`config.mk`:
```
export PLATFORM = sky130hd
export DESIGN_NAME = microwave_controller
export DESIGN_NICKNAME = d
export VERILOG_FILES = /design/src/rtl/microwave_controller.sv
export SDC_FILE = /design/constraint.sdc
export NUM_CORES = 1
export LEC_CHECK = 0
export CAP_MARGIN = 20
export CORE_ASPECT_RATIO = 0.5
export CORE_MARGIN = 3
export CORE_UTILIZATION = 63
export CTS_CLUSTER_SIZE = 12
export DETAILED_ROUTE_END_ITERATION = 8
export PLACE_DENSITY = 0.8
export SLEW_MARGIN = 15
export SYNTH_ARGS = -nofsm -noshare
export SYNTH_HDL_FRONTEND = slang
export SYNTH_SLANG_ARGS = --single-unit
```
`constraint.sdc`:
```
create_clock -name clock -period 4.84 [get_ports clock]
set_clock_uncertainty 0.1 [all_clocks]
set_input_delay 0.968 -clock clock [delete_from_list [all_inputs] [get_ports clock]]
set_output_delay 0.968 -clock clock [all_outputs]
set_load 0.02 [all_outputs]
```
`src/rtl/microwave_controller.sv`:
```
// microwave_controller: front-panel sequencer for the microwave cook timer.
// Shift-loads keypad digits into the external mm:ss down-counter, issues its
// 1 Hz decrement strobe, runs the magnetron and the end-of-cook beeper.
// Ports:
//   clock, clrn          rising-edge clock, asynchronous active-low reset
//   key_valid, key_digit keypress strobe and BCD digit (10-15 ignored)
//   start, stop          1-cycle panel strobes
//   door_closed          door switch level (1 = shut)
//   timer_zero           timer reads 0:00
//   timer_data/load      shift-load digit and strobe (data->ones->tens->mins)
//   timer_enable         1-cycle decrement strobe
//   magnetron_on, beep   heater and beeper drives
//   state_dbg            current state encoding
module microwave_controller #(
  parameter int unsigned TICKS_PER_SEC = 50_000_000,
  parameter int unsigned ZERO_LATENCY  = 2,
  parameter int unsigned BEEP_CYCLES   = 25_000_000
) (
  input  logic       clock,
  input  logic       clrn,
  input  logic       key_valid,
  input  logic [3:0] key_digit,
  input  logic       start,
  input  logic       stop,
  input  logic       door_closed,
  input  logic       timer_zero,
  output logic [3:0] timer_data,
  output logic       timer_load,
  output logic       timer_enable,
  output logic       magnetron_on,
  output logic       beep,
  output logic [2:0] state_dbg
);

  localparam int unsigned PW = (TICKS_PER_SEC > 1) ? $clog2(TICKS_PER_SEC) : 1;
  localparam int unsigned BW = (BEEP_CYCLES > 1) ? $clog2(BEEP_CYCLES) : 1;
  localparam logic [PW-1:0] PRESC_LAST = PW'(TICKS_PER_SEC - 1);
  localparam logic [BW-1:0] BEEP_LAST  = BW'(BEEP_CYCLES - 1);

  typedef enum logic [2:0] {
    IDLE   = 3'd0,
    ENTRY  = 3'd1,
    COOK   = 3'd2,
    PAUSED = 3'd3,
    DONE   = 3'd4,
    CLEAR  = 3'd5
  } state_t;

  state_t                  state, state_nx;
  logic [PW-1:0]           presc, presc_nx;
  logic [BW-1:0]           beep_cnt, beep_cnt_nx;
  logic [1:0]              digits, digits_nx;
  logic [1:0]              clr_cnt, clr_cnt_nx;
  logic [ZERO_LATENCY-1:0] zchk;
  logic                    load_nx, enable_nx;
  logic [3:0]              data_nx;
  logic                    zero_seen, key_ok, start_ok;

  // zchk delays each decrement strobe so timer_zero is only trusted once the
  // timer has had ZERO_LATENCY cycles to settle after that decrement.
  assign zero_seen = zchk[ZERO_LATENCY-1] & timer_zero;
  assign key_ok    = key_valid && (key_digit <= 4'd9) && (digits != 2'd3);
  assign start_ok  = start && door_closed && !timer_zero;
  assign state_dbg = state;

  always_comb begin
    state_nx    = state;
    presc_nx    = presc;
    beep_cnt_nx = '0;
    digits_nx   = digits;
    clr_cnt_nx  = '0;
    load_nx     = 1'b0;
    enable_nx   = 1'b0;
    data_nx     = '0;
    case (state)
      IDLE, ENTRY: begin
        // A rejected start does not swallow a simultaneous keypress.
        if (stop) begin
          digits_nx = '0;
          if (state == ENTRY) begin
            state_nx = CLEAR;
            load_nx  = 1'b1;
          end
        end else if (state == ENTRY && start_ok) begin
          state_nx = COOK;
          presc_nx = '0;
        end else if (key_ok) begin
          load_nx   = 1'b1;
          data_nx   = key_digit;
          digits_nx = digits + 2'd1;
          state_nx  = ENTRY;
        end
      end
      COOK: begin
        // The prescaler advances on every COOK cycle, including the one that
        // leaves COOK, so a wrap coinciding with a pause still ticks.
        enable_nx = (presc == PRESC_LAST);
        presc_nx  = (presc == PRESC_LAST) ? '0 : presc + PW'(1);
        // A finished timer outranks a pause request: pausing at 0:00 would
        // leave an unresumable state.
        if (zero_seen)                state_nx = DONE;
        else if (stop || !door_closed) state_nx = PAUSED;
      end
      PAUSED: begin
        if (zero_seen) begin
          state_nx = DONE;
        end else if (stop) begin
          state_nx = CLEAR;
          load_nx  = 1'b1;
        end else if (start_ok) begin
          state_nx = COOK;
        end
      end
      DONE: begin
        beep_cnt_nx = beep_cnt + BW'(1);
        if (stop || beep_cnt == BEEP_LAST) begin
          state_nx  = IDLE;
          digits_nx = '0;
        end
      end
      CLEAR: begin
        if (clr_cnt == 2'd2) begin
          state_nx  = IDLE;
          digits_nx = '0;
        end else begin
          clr_cnt_nx = clr_cnt + 2'd1;
          load_nx    = 1'b1;
        end
      end
      default: state_nx = IDLE;
    endcase
  end

  always_ff @(posedge clock or negedge clrn) begin
    if (!clrn) begin
      state        <= IDLE;
      presc        <= '0;
      beep_cnt     <= '0;
      digits       <= '0;
      clr_cnt      <= '0;
      zchk         <= '0;
      timer_data   <= '0;
      timer_load   <= 1'b0;
      timer_enable <= 1'b0;
      magnetron_on <= 1'b0;
      beep         <= 1'b0;
    end else begin
      state        <= state_nx;
      presc        <= presc_nx;
      beep_cnt     <= beep_cnt_nx;
      digits       <= digits_nx;
      clr_cnt      <= clr_cnt_nx;
      zchk         <= (zchk << 1) | ZERO_LATENCY'(timer_enable);
      timer_data   <= data_nx;
      timer_load   <= load_nx;
      timer_enable <= enable_nx;
      magnetron_on <= (state_nx == COOK);
      beep         <= (state_nx == DONE);
    end
  end

endmodule

```
=== After elaboration in Yosys (flattened, before gate mapping) ===
Cells that the tools add are included.

* Output and inout bits: 11
* Latch bits: 0
* RAM bits: 0
* Register bits: 68
* ROM bits: 0
* Memories: 0
* Word-level logic and storage cells: 88

* Bitwise gates (word level): 2
* Muxes and demuxes: 38
* Eq/ne operators: 17
* Order comparisons: 1
* Add/sub/neg operators: 4
* Reductions and logical operators: 15
* Shifts and indexed selects: 0
* Div/mod/pow operators: 0
* Multipliers: 0

{| class="wikitable"
|+ Operators with widths
! operator !! number
|-
| $mux 26 || 3
|-
| $pmux 26 s2 || 1
|-
| $mux 3 || 11
|-
| $add 26x1->26 const B || 1
|-
| $eq 26x26->1 const B || 1
|-
| $add 25x1->25 const B || 1
|-
| $eq 25x25->1 const B || 1
|-
| $mux 25 || 1
|-
| $mux 4 || 4
|-
| $pmux 3 s5 || 1
|-
| $mux 2 || 7
|-
| $ne 2x2->1 const B || 5
|-
| $eq 3x2->1 const B || 3
|-
| $eq 3x3->1 const B || 3
|-
| $mux 1 || 8
|-
| $ne 3x3->1 const B || 2
|-
| $pmux 2 s3 || 1
|-
| $logic_and 1x1->1 || 5
|-
| $reduce_and 5->1 || 1
|-
| $add 2x1->2 const B || 2
|-
| $le 4x4->1 const B || 1
|-
| $eq 3x1->1 const B || 1
|-
| $logic_not 3->1 || 1
|-
| $pmux 1 s3 || 1
|-
| 9 further kinds || 11
|}

=== Logic depth before layout (Yosys ltp) ===
* Word-level depth: 8
* Gate-level depth with buffers: 8
* Depth with buffers taken out: 6

=== Worst setup path after synthesis ===
OpenSTA, ideal clock, no wires.

* Kind: input port to flip-flop
* From: in timer_zero
* To: reg presc[11]
* Setup slack: 2.350 ns
* Arrival time: 2.258 ns
* Cell stages on the path: 6
* Required time: 4.608 ns
* Buffers on the path: 2
* Cell sequence: nand2b_1 -> o41a_1 -> clkbuf_1 -> nor2_1 -> clkbuf_1 -> nor2_1

* Longest elaborated chain between the ends: 5

{| class="wikitable"
|+ Ends and longest elaborated chain
! what !! RTL line !! source
|-
| start: declaration || 26 || <nowiki>input logic timer_zero,</nowiki>
|-
| $logic_not 1->1 || 63 || <nowiki>assign start_ok = start && door_closed && !timer_zero;</nowiki>
|-
| $logic_and 1x1->1 || 63 ||
|-
| $logic_and 1x1->1 || 84 || <nowiki>end else if (state == ENTRY && start_ok) begin</nowiki>
|-
| $ne 2x2->1 (no source line) || n/a ||
|-
| $reduce_and 3->1 (no source line) || n/a ||
|-
| end signal: assignment || 149 || <nowiki>presc <= presc_nx;</nowiki>
|-
| end: declaration || 50 || <nowiki>logic [PW-1:0] presc, presc_nx;</nowiki>
|}

Every way passes these cells.
A chain may end at the register's enable or synchronous reset.

=== Worst setup path in the final report ===
* From: in stop
* To: reg presc[12]

* Longest elaborated chain between the ends: 2

{| class="wikitable"
|+ Ends and longest elaborated chain
! what !! RTL line !! source
|-
| start: declaration || 24 || <nowiki>input logic stop,</nowiki>
|-
| $ne 2x2->1 (no source line) || n/a ||
|-
| $reduce_and 3->1 (no source line) || n/a ||
|}

Every way passes these cells.

==> impl_metrics.py <==
metrics = {
    "outcome": {
        "run_status": "finished, final reports clean",
    },
    "synthesis": {
        "yosys_warnings": 0,
        "yosys-top-cells-area": "dfrtp_1 (50%), nor2_1 (4.8%), xor2_1 (4.1%)",
        "most_repeated_cell_in_the_gate_level_netlist_after_synthesis": "dfrtp_1",
        "synthDominantAreaCellType": "dfrtp_1",
        "post_synth_instance_area_um2": 3410,
        "synth-edff-count": 0,
        "synth_top_cell_area_share_pct": 49.9,
        "netlist-cell-type-count": 53,
        "post_synth_most_frequent_cells": "dfrtp_1 (68), nor2_1 (44), nand2_1 (27)",
        "postSynthCellCount": 350,
        "synthFlopType": "dfrtp_1",
        "postSynthNetCount": 364,
        "synth.avg_cell_area_um2": 9.75,
        "ys_async_sr_fraction_pct": 100,
        "seq_area_frac_synth_pct": 49.9,
        "number_of_register_bits_inferred_by_synthesis": 68,
    },
    "setup_path": {
        "cpPeakStageDelay_ps": 710,
        "slowest_stage": "o41a_1",
        "ff2ff_setup_slack_ps": 1950,
        "critical_path.cell_chain": "clkdlybuf4s50_1 -> o41a_1 -> nor2_1 -> nor2_1",
        "cp.arrival_ps": 3050,
        "crit_path_start": "stop",
        "critical_path_launch_point_type": "primary input",
        "worstSetupPathType": "in2reg",
        "cp-end-kind": "flop",
        "crit-reg2reg-launch": "presc[0]",
        "worst_setup_path_endpoint": "presc[12]",
        "cp_data_required_time_ps": 4940,
        "crit-reg2reg-capture": "presc[12]",
        "critical-path-top-cell-by-count": "nor2_1",
        "cp_max_fo": 13,
        "r2r.worst_path.cells": 7,
    },
    "clock_tree": {
        "clock_tree.htree_level_count": 3,
        "clock_sink_count": 68,
        "cts_made_buffers": 9,
        "worst_setup_hold_path_clk_slew_ps": 70,
        "cts-resized-gates": 0,
        "cts_max_path_buffers": 2,
        "clk-insertion-delay-late_ps": 350,
        "post_cts_buffers": 0,
        "cts_tree": "built",
        "cts_root_buf": "clkbuf_8",
        "holdBufCountCts": 0,
    },
    "die": {
        "ios": 22,
        "effective_utilization_at_floorplan_pct": 67.4,
        "dieHeight_um": 58.1,
        "core_area_um2": 5070,
        "row_count": 18,
        "die_w_um": 110,
        "die_area_um2": 6390,
    },
    "sta": {
        "finalSetupViolCount": 0,
        "hold_viol": 0,
        "fmaxAchievable_mhz": 339,
        "slew_headroom_pct": 37.7,
        "grt_setup_unrepaired": "no",
        "final.setup.worst_slack_ps": 1890,
        "final_min_period_over_clock_period_pct": 61.0,
        "worst_slew_pin_slew_ps": 935,
        "final.hold.worst_slack_ps": 267,
        "finalCriticalPeriod_ps": 2950,
        "slew_violations": 0,
        "setup_total_negative_slack_ps": 0,
    },
    "routing": {
        "routed_wl_um": 7310,
        "wl_per_cell_um": 16.4,
        "highest-signal-layer": "met4",
        "avgViaCountPerCell": 6.14,
        "wl_met2_um": 3530,
        "met3_wirelength_um": 344,
        "drt_first_pass_iters": 5,
        "route.detailed.drc": 0,
        "wire_length_on_met1_um": 3270,
        "vias": 2731,
        "route.antenna.remaining_nets": 0,
        "iteration_0_drc_markers": 188,
    },
    "pwr": {
        "p_total_mw": 1.70,
        "power.density_cell_area_nw_per_um2": 436,
        "reported_leakage_power_nw": 1.62,
        "vdd_ir_drop_max_mv": 0.325,
    },
    "placement": {
        "pre_cts_ws_ps": 1550,
        "globalplace.congestion": 0.892,
        "post-place-cells": 429,
        "buffer_ports.inserted": 21,
        "dp.final_hpwl_um": 4910,
        "detailed_place.area_um2": 3670,
    },
    "global_routing": {
        "number_of_antenna_violations_at_the_first_check_in_global_routing": 0,
        "grt_pass1_vias": 2741,
        "pin_count_of_the_biggest_net_entering_global_routing": 39,
        "grt_pass1_wl_um": 12400,
        "grt.total_usage_pct": 25.5,
        "overflow": 0,
    },
    "finish": {
        "fillCellCount": 337,
        "postLayoutCellArea_um2": 3910,
        "antenna_cells_inserted": 0,
        "nNetsFinal": 384,
        "finalCoreUtilization_pct": 77.1,
        "fin_cells": 445,
        "area_grow_syn2layout_pct": 14.4,
        "post_route_cells_drive_above_1_share_pct": 6.67,
    },
    "hold_path": {
        "worst_hold_path_type": "reg2reg",
        "hold_depth": 0,
    },
    "flow_run": {
        "max-cap-violations": 0,
    },
}
where the power goes:
part	internal [mW]	total, mW	switching [mW]
Clock	0.333	0.547	0.214
Sequential	0.658	0.768	0.110
Combinational	0.166	0.389	0.223
logic make-up after synthesis:
| logic type | Yosys count | share of synthesized area, % |
|---|---|---|
| and+or+nand+nor | 169 | 26.6 |
| DFF | 68 | 49.9 |
| AOI/OAI and AO/OA | 54 | 11.2 |
| xor gates and xnor gates | 31 | 7.95 |
| buffers and inverters | 23 | 2.60 |
| adders and majority gates | 3 | 1.10 |
| muxes | 2 | 0.660 |
worst max-delay path: cells and delay by family:
family,cells,cell delay [ps]
compound gates,1,710
buf+inv,1,630
simple gates,2,750
flip-flops by register name, summed over array words and instances (netlist names):
| register | count |
|---|---|
| beep | 1 |
| zchk | 2 |
| timer_load | 1 |
| presc | 26 |
| digits | 2 |
| state_dbg | 3 |
| timer_enable | 1 |
| beep_cnt | 25 |
| clr_cnt | 2 |
| magnetron_on | 1 |
| timer_data | 4 |
cells in the final DEF (no fill, tap or decap), types with 13 or more instances in the layout:
cell	netlist	layout
nor3_1	14	14
nand3_1	17	17
a31oi_1	13	13
xor2_1	16	16
dfrtp_1	68	68
xnor2_1	15	15
clkdlybuf4s50_1	0	20
nor2_1	44	44
nand2_1	27	27
layer usage:
layer	vias up	GRT usage [%]
met3	21	7.01
met2	89	41.6
met5	-	0
li1	1303	-
met4	0	12.8
met1	1318	31.6
worst min-delay path by stage:
stage	start	end	slack, ps
after floorplan	zchk[0]	zchk[1]	230
after global placement	zchk[0]	zchk[1]	240
after detailed placement	zchk[0]	zchk[1]	250
after CTS	zchk[0]	zchk[1]	270
after global routing	zchk[0]	zchk[1]	280
final	zchk[0]	zchk[1]	270
layout make-up:
| type | instances | area, um^2 | area share [%] |
|---|---|---|---|
| Clock buffer | 13 | 169 | 4.32 |
| Multi-Input combinational cell | 259 | 1620 | 41.5 |
| Tap cell | 70 | 87.6 | 2.24 |
| Sequential cell | 68 | 1700 | 43.6 |
| Clock inverter | 3 | 67.6 | 1.73 |
| Timing Repair Buffer | 24 | 228 | 5.83 |
| Inverter | 8 | 30.0 | 0.769 |
No activity file was read; power rests on OpenSTA's default activity.
